## src/rtl/am_modulator.sv

```systemverilog
// am_modulator: standard-AM transmitter, s = (CARRIER_LEVEL + mu*m) * sin(phase).
// Ports: clk, rst (async low), sig_in/in_valid/in_ready, freq_word, sig_out/out_valid/out_ready. Optional AM_CLIP_EN.
module am_modulator #(
  parameter int CARRIER_LEVEL = 32768,
  parameter int MOD_INDEX     = 512
) (
  input  logic               clk,
  input  logic               rst,
  input  logic signed [63:0] sig_in,
  input  logic               in_valid,
  output logic               in_ready,
  input  logic        [31:0] freq_word,
  output logic signed [63:0] sig_out,
  output logic               out_valid,
  input  logic               out_ready
);

  localparam logic signed [63:0] CL = 64'(CARRIER_LEVEL);
  localparam logic signed [63:0] MI = 64'(MOD_INDEX);

  // Quarter-wave table, round(32767*sin(pi/2*j/64)).
  localparam logic [15:0] T [0:64] = '{
    16'd0,     16'd804,   16'd1608,  16'd2410,  16'd3212,
    16'd4011,  16'd4808,  16'd5602,  16'd6393,  16'd7179,
    16'd7962,  16'd8739,  16'd9512,  16'd10278, 16'd11039,
    16'd11793, 16'd12539, 16'd13279, 16'd14010, 16'd14732,
    16'd15446, 16'd16151, 16'd16846, 16'd17530, 16'd18204,
    16'd18868, 16'd19519, 16'd20159, 16'd20787, 16'd21403,
    16'd22005, 16'd22594, 16'd23170, 16'd23731, 16'd24279,
    16'd24811, 16'd25329, 16'd25832, 16'd26319, 16'd26790,
    16'd27245, 16'd27683, 16'd28105, 16'd28510, 16'd28898,
    16'd29268, 16'd29621, 16'd29956, 16'd30273, 16'd30571,
    16'd30852, 16'd31113, 16'd31356, 16'd31580, 16'd31785,
    16'd31971, 16'd32137, 16'd32285, 16'd32412, 16'd32521,
    16'd32609, 16'd32678, 16'd32728, 16'd32757, 16'd32767
  };

  logic adv;
  logic take;

  // Global stall: every register moves only when the output can drain.
  assign adv      = !out_valid || out_ready;
  assign in_ready = adv;
  assign take     = in_valid && adv;

  logic        [31:0] acc;
  logic               v1, v2, v3;
  logic signed [63:0] env1, env2;
  logic        [7:0]  p1;
  logic signed [16:0] c2;
  logic signed [63:0] prod3;

  logic signed [63:0] scaled;
  logic signed [63:0] env_raw;
  logic signed [63:0] env_nxt;

  always_comb begin
    scaled  = sig_in * MI;
    env_raw = CL + (scaled >>> 10);
`ifdef AM_CLIP_EN
    env_nxt = env_raw[63] ? 64'sd0 : env_raw;
`else
    env_nxt = env_raw;
`endif
  end

  logic        [1:0]  quad;
  logic        [6:0]  idx;
  logic signed [16:0] mag;
  logic signed [16:0] c_nxt;
  logic signed [63:0] c_ext;

  always_comb begin
    quad  = p1[7:6];
    idx   = quad[0] ? (7'd64 - {1'b0, p1[5:0]})
                    : {1'b0, p1[5:0]};
    mag   = $signed({1'b0, T[idx]});
    c_nxt = quad[1] ? -mag : mag;
    c_ext = 64'(c2);
  end

  always_ff @(posedge clk or negedge rst) begin
    if (!rst) begin
      acc  <= '0;
      v1   <= 1'b0;
      env1 <= '0;
      p1   <= '0;
    end else if (adv) begin
      v1 <= in_valid;
      if (take) begin
        env1 <= env_nxt;
        p1   <= acc[31:24];
        acc  <= acc + freq_word;
      end
    end
  end

  always_ff @(posedge clk or negedge rst) begin
    if (!rst) begin
      v2   <= 1'b0;
      env2 <= '0;
      c2   <= '0;
    end else if (adv) begin
      v2   <= v1;
      env2 <= env1;
      c2   <= c_nxt;
    end
  end

  always_ff @(posedge clk or negedge rst) begin
    if (!rst) begin
      v3    <= 1'b0;
      prod3 <= '0;
    end else if (adv) begin
      v3    <= v2;
      prod3 <= env2 * c_ext;
    end
  end

  always_ff @(posedge clk or negedge rst) begin
    if (!rst) begin
      out_valid <= 1'b0;
      sig_out   <= '0;
    end else if (adv) begin
      out_valid <= v3;
      sig_out   <= prod3 >>> 15;
    end
  end

endmodule

```

## config.mk

```make
export PLATFORM = sky130hd
export DESIGN_NAME = am_modulator
export DESIGN_NICKNAME = d
export VERILOG_FILES = /design/src/rtl/am_modulator.sv
export SDC_FILE = /design/constraint.sdc
export NUM_CORES = 2
export LEC_CHECK = 0
export ABC_AREA = 1
export CAP_MARGIN = 20
export CORE_AREA = 2 2 274 276
export CTS_BUF_LIST = sky130_fd_sc_hd__clkbuf_4 sky130_fd_sc_hd__clkbuf_8 sky130_fd_sc_hd__clkbuf_16
export CTS_CLUSTER_SIZE = 8
export DETAILED_ROUTE_END_ITERATION = 7
export DIE_AREA = 0 0 276 278
export GPL_TIMING_DRIVEN = 0
export PLACE_DENSITY = 0.76
export SYNTH_ARGS = -nofsm -noshare
export SYNTH_HDL_FRONTEND = slang
export SYNTH_SLANG_ARGS = --single-unit
```

## constraint.sdc

```tcl
create_clock -name clk -period 13.88 [get_ports clk]
set_input_delay 2.776 -clock clk [delete_from_list [all_inputs] [get_ports clk]]
set_output_delay 2.776 -clock clk [all_outputs]
set_load 0.05 [all_outputs]
```

Yosys cells after proc, flatten, opt, wreduce, memory -nomap -nowiden --
Memory sizes are Yosys's and may differ from the RTL's. Index checks and enable logic that the tools add are counted.
Word-level totals: bits in registers 302, latch bits 0, bits in writable memories 0, ROM bits 2048, bits of input ports 100, output and inout port bits 66, logic and storage cells 27, memories kept 1
Operators by class: add/sub/neg operators 4, multipliers 1, div/mod/pow operators 0, order comparisons 1, equality and inequality tests 0, shift-type cells 0, mux-type cells 4, bitwise gates (word level) 1, reductions and logical operators 4
Memory list:
- (no name shown) | words 128, width 16, rd ports 1, clocked after memory_dff 0, write ports 0, line 77 | mag = $signed({1'b0, T[idx]});
Operator list (number):
- $mul A64 B17 Y64 | 1
- $add A17 B54 Y55 const A | 1
- $add A32 B32 Y32 | 1
- $mux W16 | 2
- $mux W17 | 1
- $neg A16 Y17 | 1
- $ge A8 B8 Y1 const B | 1
- $not A7 Y8 | 1
- $mux W7 | 1
- $sub A7 B6 Y7 const A | 1
- $reduce_and A2 Y1 | 1
- $logic_and A1 B1 Y1 | 1
- $logic_not A1 Y1 | 1
- $logic_or A1 B1 Y1 | 1

Depth between registers and ports, before layout --
depth after elaboration 8, gate-level depth with buffers 32, gate-level depth less buffers 30

Least setup slack after synthesis --
OpenSTA, ideal clock, no wires.
path type input to output, from input out_ready, to output in_ready, data arrival time 3.850 ns, required time 11.104 ns, slack 7.254 ns, stages on the path 4, path buffers 2, path through nor2_1 inv_2 clkbuf_1 clkbuf_1
On the way: longest elaborated chain between the ends 1
Ends and longest elaborated chain:
- start: declaration | line 15 | input logic out_ready
- $logic_or A1 B1 Y1 | line 42 | assign adv = !out_valid || out_ready;
- end: declaration | line 11 | output logic in_ready,
Every way passes these cells.

Worst setup path in the final report --
Same ends and word-level chain as after synthesis.

==> results.py <==
metrics = {
    "global_route": {
        "first_global_vias": 40200,
        "grt_max_degree": 101,
        "antenna_found_initial": 1,
        "grt_first_pass_wirelength_mm": 236,
        "grt_overflow": 0,
        "grt_use_total": 0.412,
    },
    "synth": {
        "synth_nets": 6923,
        "synth.distinct_cells": 56,
        "synth.largest_area_cell": "fa_1",
        "synthAdderAreaFrac": 0.415,
        "synth_top_cell_area_share": 0.360,
        "ys_seq_elements": 269,
        "synth_flop_cell": "dfrtp_1",
        "synth_mux_area_frac": 0.000256,
        "synth-xor-area-share": 0.0149,
        "synthCells": 5839,
        "synth_compound_area_frac": 0.0517,
        "ys_async_sr_fraction": 1.00,
        "synth_area_leaders": "fa_1, nand2_1, dfrtp_1",
        "synth-simple-area-share": 0.219,
        "ys_top_cells_by_count": "nand2_1, inv_1, fa_1",
        "seq_area_frac_synth": 0.153,
        "syn-cell-area_mm2": 0.0440,
        "synth_top_family_by_area": "adder cells",
        "avgSynthCellArea_um2": 7.54,
        "synth.most_common_cell": "nand2_1",
        "yosysWarnings": 0,
        "synth_edf_count": 0,
    },
    "die": {
        "core_area_mm2": 0.0738,
        "ios": 166,
        "start_util": 0.596,
        "row_count": 100,
        "die_w_um": 276,
        "dieArea_mm2": 0.0767,
        "die_y_um": 278,
    },
    "clock_tree": {
        "clk_pin_slew_worst_paths_ns": 0.05,
        "clk_latency_ns": 0.62,
        "clock_path_buffers": 3,
        "cts_setup_buffers": 0,
        "cts_tree": "yes",
        "clock-root-buffer": "clkbuf_16",
        "hold_buffers": 0,
        "cts.repair.resized": 0,
        "cts_buffers": 42,
        "htreeDepth": 2,
        "clkSinkCount": 269,
    },
    "sta": {
        "worst_clock_skew_ns": 0.0563,
        "whs_ns": 0.461,
        "setup_viol_count_final": 0,
        "fin_crit_ns": 9.08,
        "worst_pin_slew_ns": 1.26,
        "timing.fmax_mhz": 110,
        "slew_viol_final": 0,
        "rsz0062_at_grt": "false",
        "period_share": 0.654,
        "slew_headroom": 0.157,
        "tns_ns": 0,
        "hold_violations": 0,
    },
    "worst_setup_path": {
        "r2r-start": "c2[11]$_DFFE_PN0N_",
        "crit_slowest_cell": "clkdlybuf4s50_1",
        "cp.required_ns": 11.10,
        "cp-end-kind": "primary output",
        "path_cells": "clkdlybuf4s50_1, nor2_1, inv_2, clkbuf_1, clkbuf_1, clkdlybuf4s50_1",
        "cp.arrival_ns": 6.30,
        "timing.reg2reg.setup_slack_ns": 5.21,
        "reg2regPathDepth": 25,
        "slowest_delay_ns": 0.94,
        "reg2reg_to": "prod3[58]$_DFFE_PN0N_",
        "cp_max_fo": 10,
        "path_class": "in2out",
        "crit_path_start_kind": "input port",
    },
    "worst_hold_path": {
        "worst_hold_path_type": "reg2reg",
        "min_from": "env1[38]$_DFFE_PN0P_",
        "worstHoldPathCells": 2,
        "whs_endpoint": "env2[38]$_DFFE_PN0N_",
    },
    "cells_and_area": {
        "fin_nets": 7131,
        "final_cell_area_mm2": 0.0482,
        "fillers": 6664,
        "drive_above_1_share": 0.0279,
        "area_growth_pct": 9.44,
    },
    "route": {
        "vias": 39200,
        "drt_pass1_iterations": 7,
        "viasPerCell": 5.58,
        "wl_mm": 153,
        "wl_per_cell_um": 21.8,
        "drc": 0,
        "ant_nets": 0,
        "drt_iter0_markers": 3880,
    },
    "flow_run": {
        "cap_violations": 0,
    },
    "placed_design": {
        "placed_cell_area_mm2": 0.0469,
        "dp_hpwl_mm": 126,
        "gp_congestion": 1.03,
        "port_buffers": 155,
    },
    "run_status": {
        "status": "complete, no violations",
    },
}
-- routing by layer --
layer  track usage  up-vias  wire [um]
met2         0.617     2078      65500
li1              -    17300          -
met1         0.549    19300      60200
met3        0.0962      481      16300
met5             0        -         26
met4         0.250        4      11200
-- state kept, by name, indices dropped and copies added (netlist names) --
signal	flops
c2	17
env1	55
prod3	49
env2	55
v2	1
v3	1
sig_out	49
p1	8
out_valid	1
v1	1
acc	32
-- cell usage in the layout, fill, tap and decap left out, drive strengths merged, types with 5 or more instances in the layout --
cell,instances
inv,1390
a31oi,32
a21o,13
clkdlybuf4s50,154
clkinv,5
o211ai,7
xor2,43
dfrtp,269
xnor2,32
or2,38
nor4,22
buf,90
fa,791
o21a,9
nand4,19
o31ai,10
o21bai,8
clkbuf,265
o21ai,148
nor3,32
nand2,1914
a21oi,150
o221ai,5
nor2,225
nand3,162
ha,193
-- final cells by class --
class	instances	area, um^2	area share
flip-flops and latches	269	6730	0.140
well taps	969	1210	0.0252
repair buffers	164	1690	0.0352
plain buffers	299	1240	0.0257
clock buffers	46	1100	0.0228
multi-input cells	3881	30800	0.640
diodes	1	2.50	0.0000520
clock inverters	8	145	0.00301
inverters	1390	5220	0.108
-- how the worst max path moves through the flow --
stage                     depth (start not counted)  startpoint                     to
after global routing                              6   out_ready               in_ready
final                                             6   out_ready               in_ready
after global placement                            1         rst  prod3[15]$_DFFE_PN0N_
after CTS                                         6   out_ready               in_ready
after detailed placement                          6   out_ready               in_ready
after floorplan                                   4   out_ready               in_ready
-- kinds of logic (layout without fill, tap and decap cells) --
group,after synthesis,after routing
xor gates and xnor gates,75,75
buffers and inverters,1689,1907
adders and majority gates,984,984
other,0,1
muxes,1,1
DFF,269,269
AOI/OAI and AO/OA,403,403
and+or+nand+nor,2418,2418
-- worst max-delay path, delay by kind of cell --
kind	cells	cell delay [ns]
AND/OR/NAND/NOR	1	0.23
buffers and inverters	5	3.28
-- per-stage QoR --
step / setup slack, ns / std cells / utilization
floorplan: 7.25 / 5839 / -
global placement: -2.22 / 6963 / 0.634
detailed placement: 4.87 / 6968 / 0.635
CTS: 4.86 / 7022 / 0.652
global route: 4.79 / 7026 / 0.652
finish: 4.80 / 7027 / 0.652
Power is not shown: default switching activity piles up to over one toggle a cycle in this logic, so the estimate is an artifact.
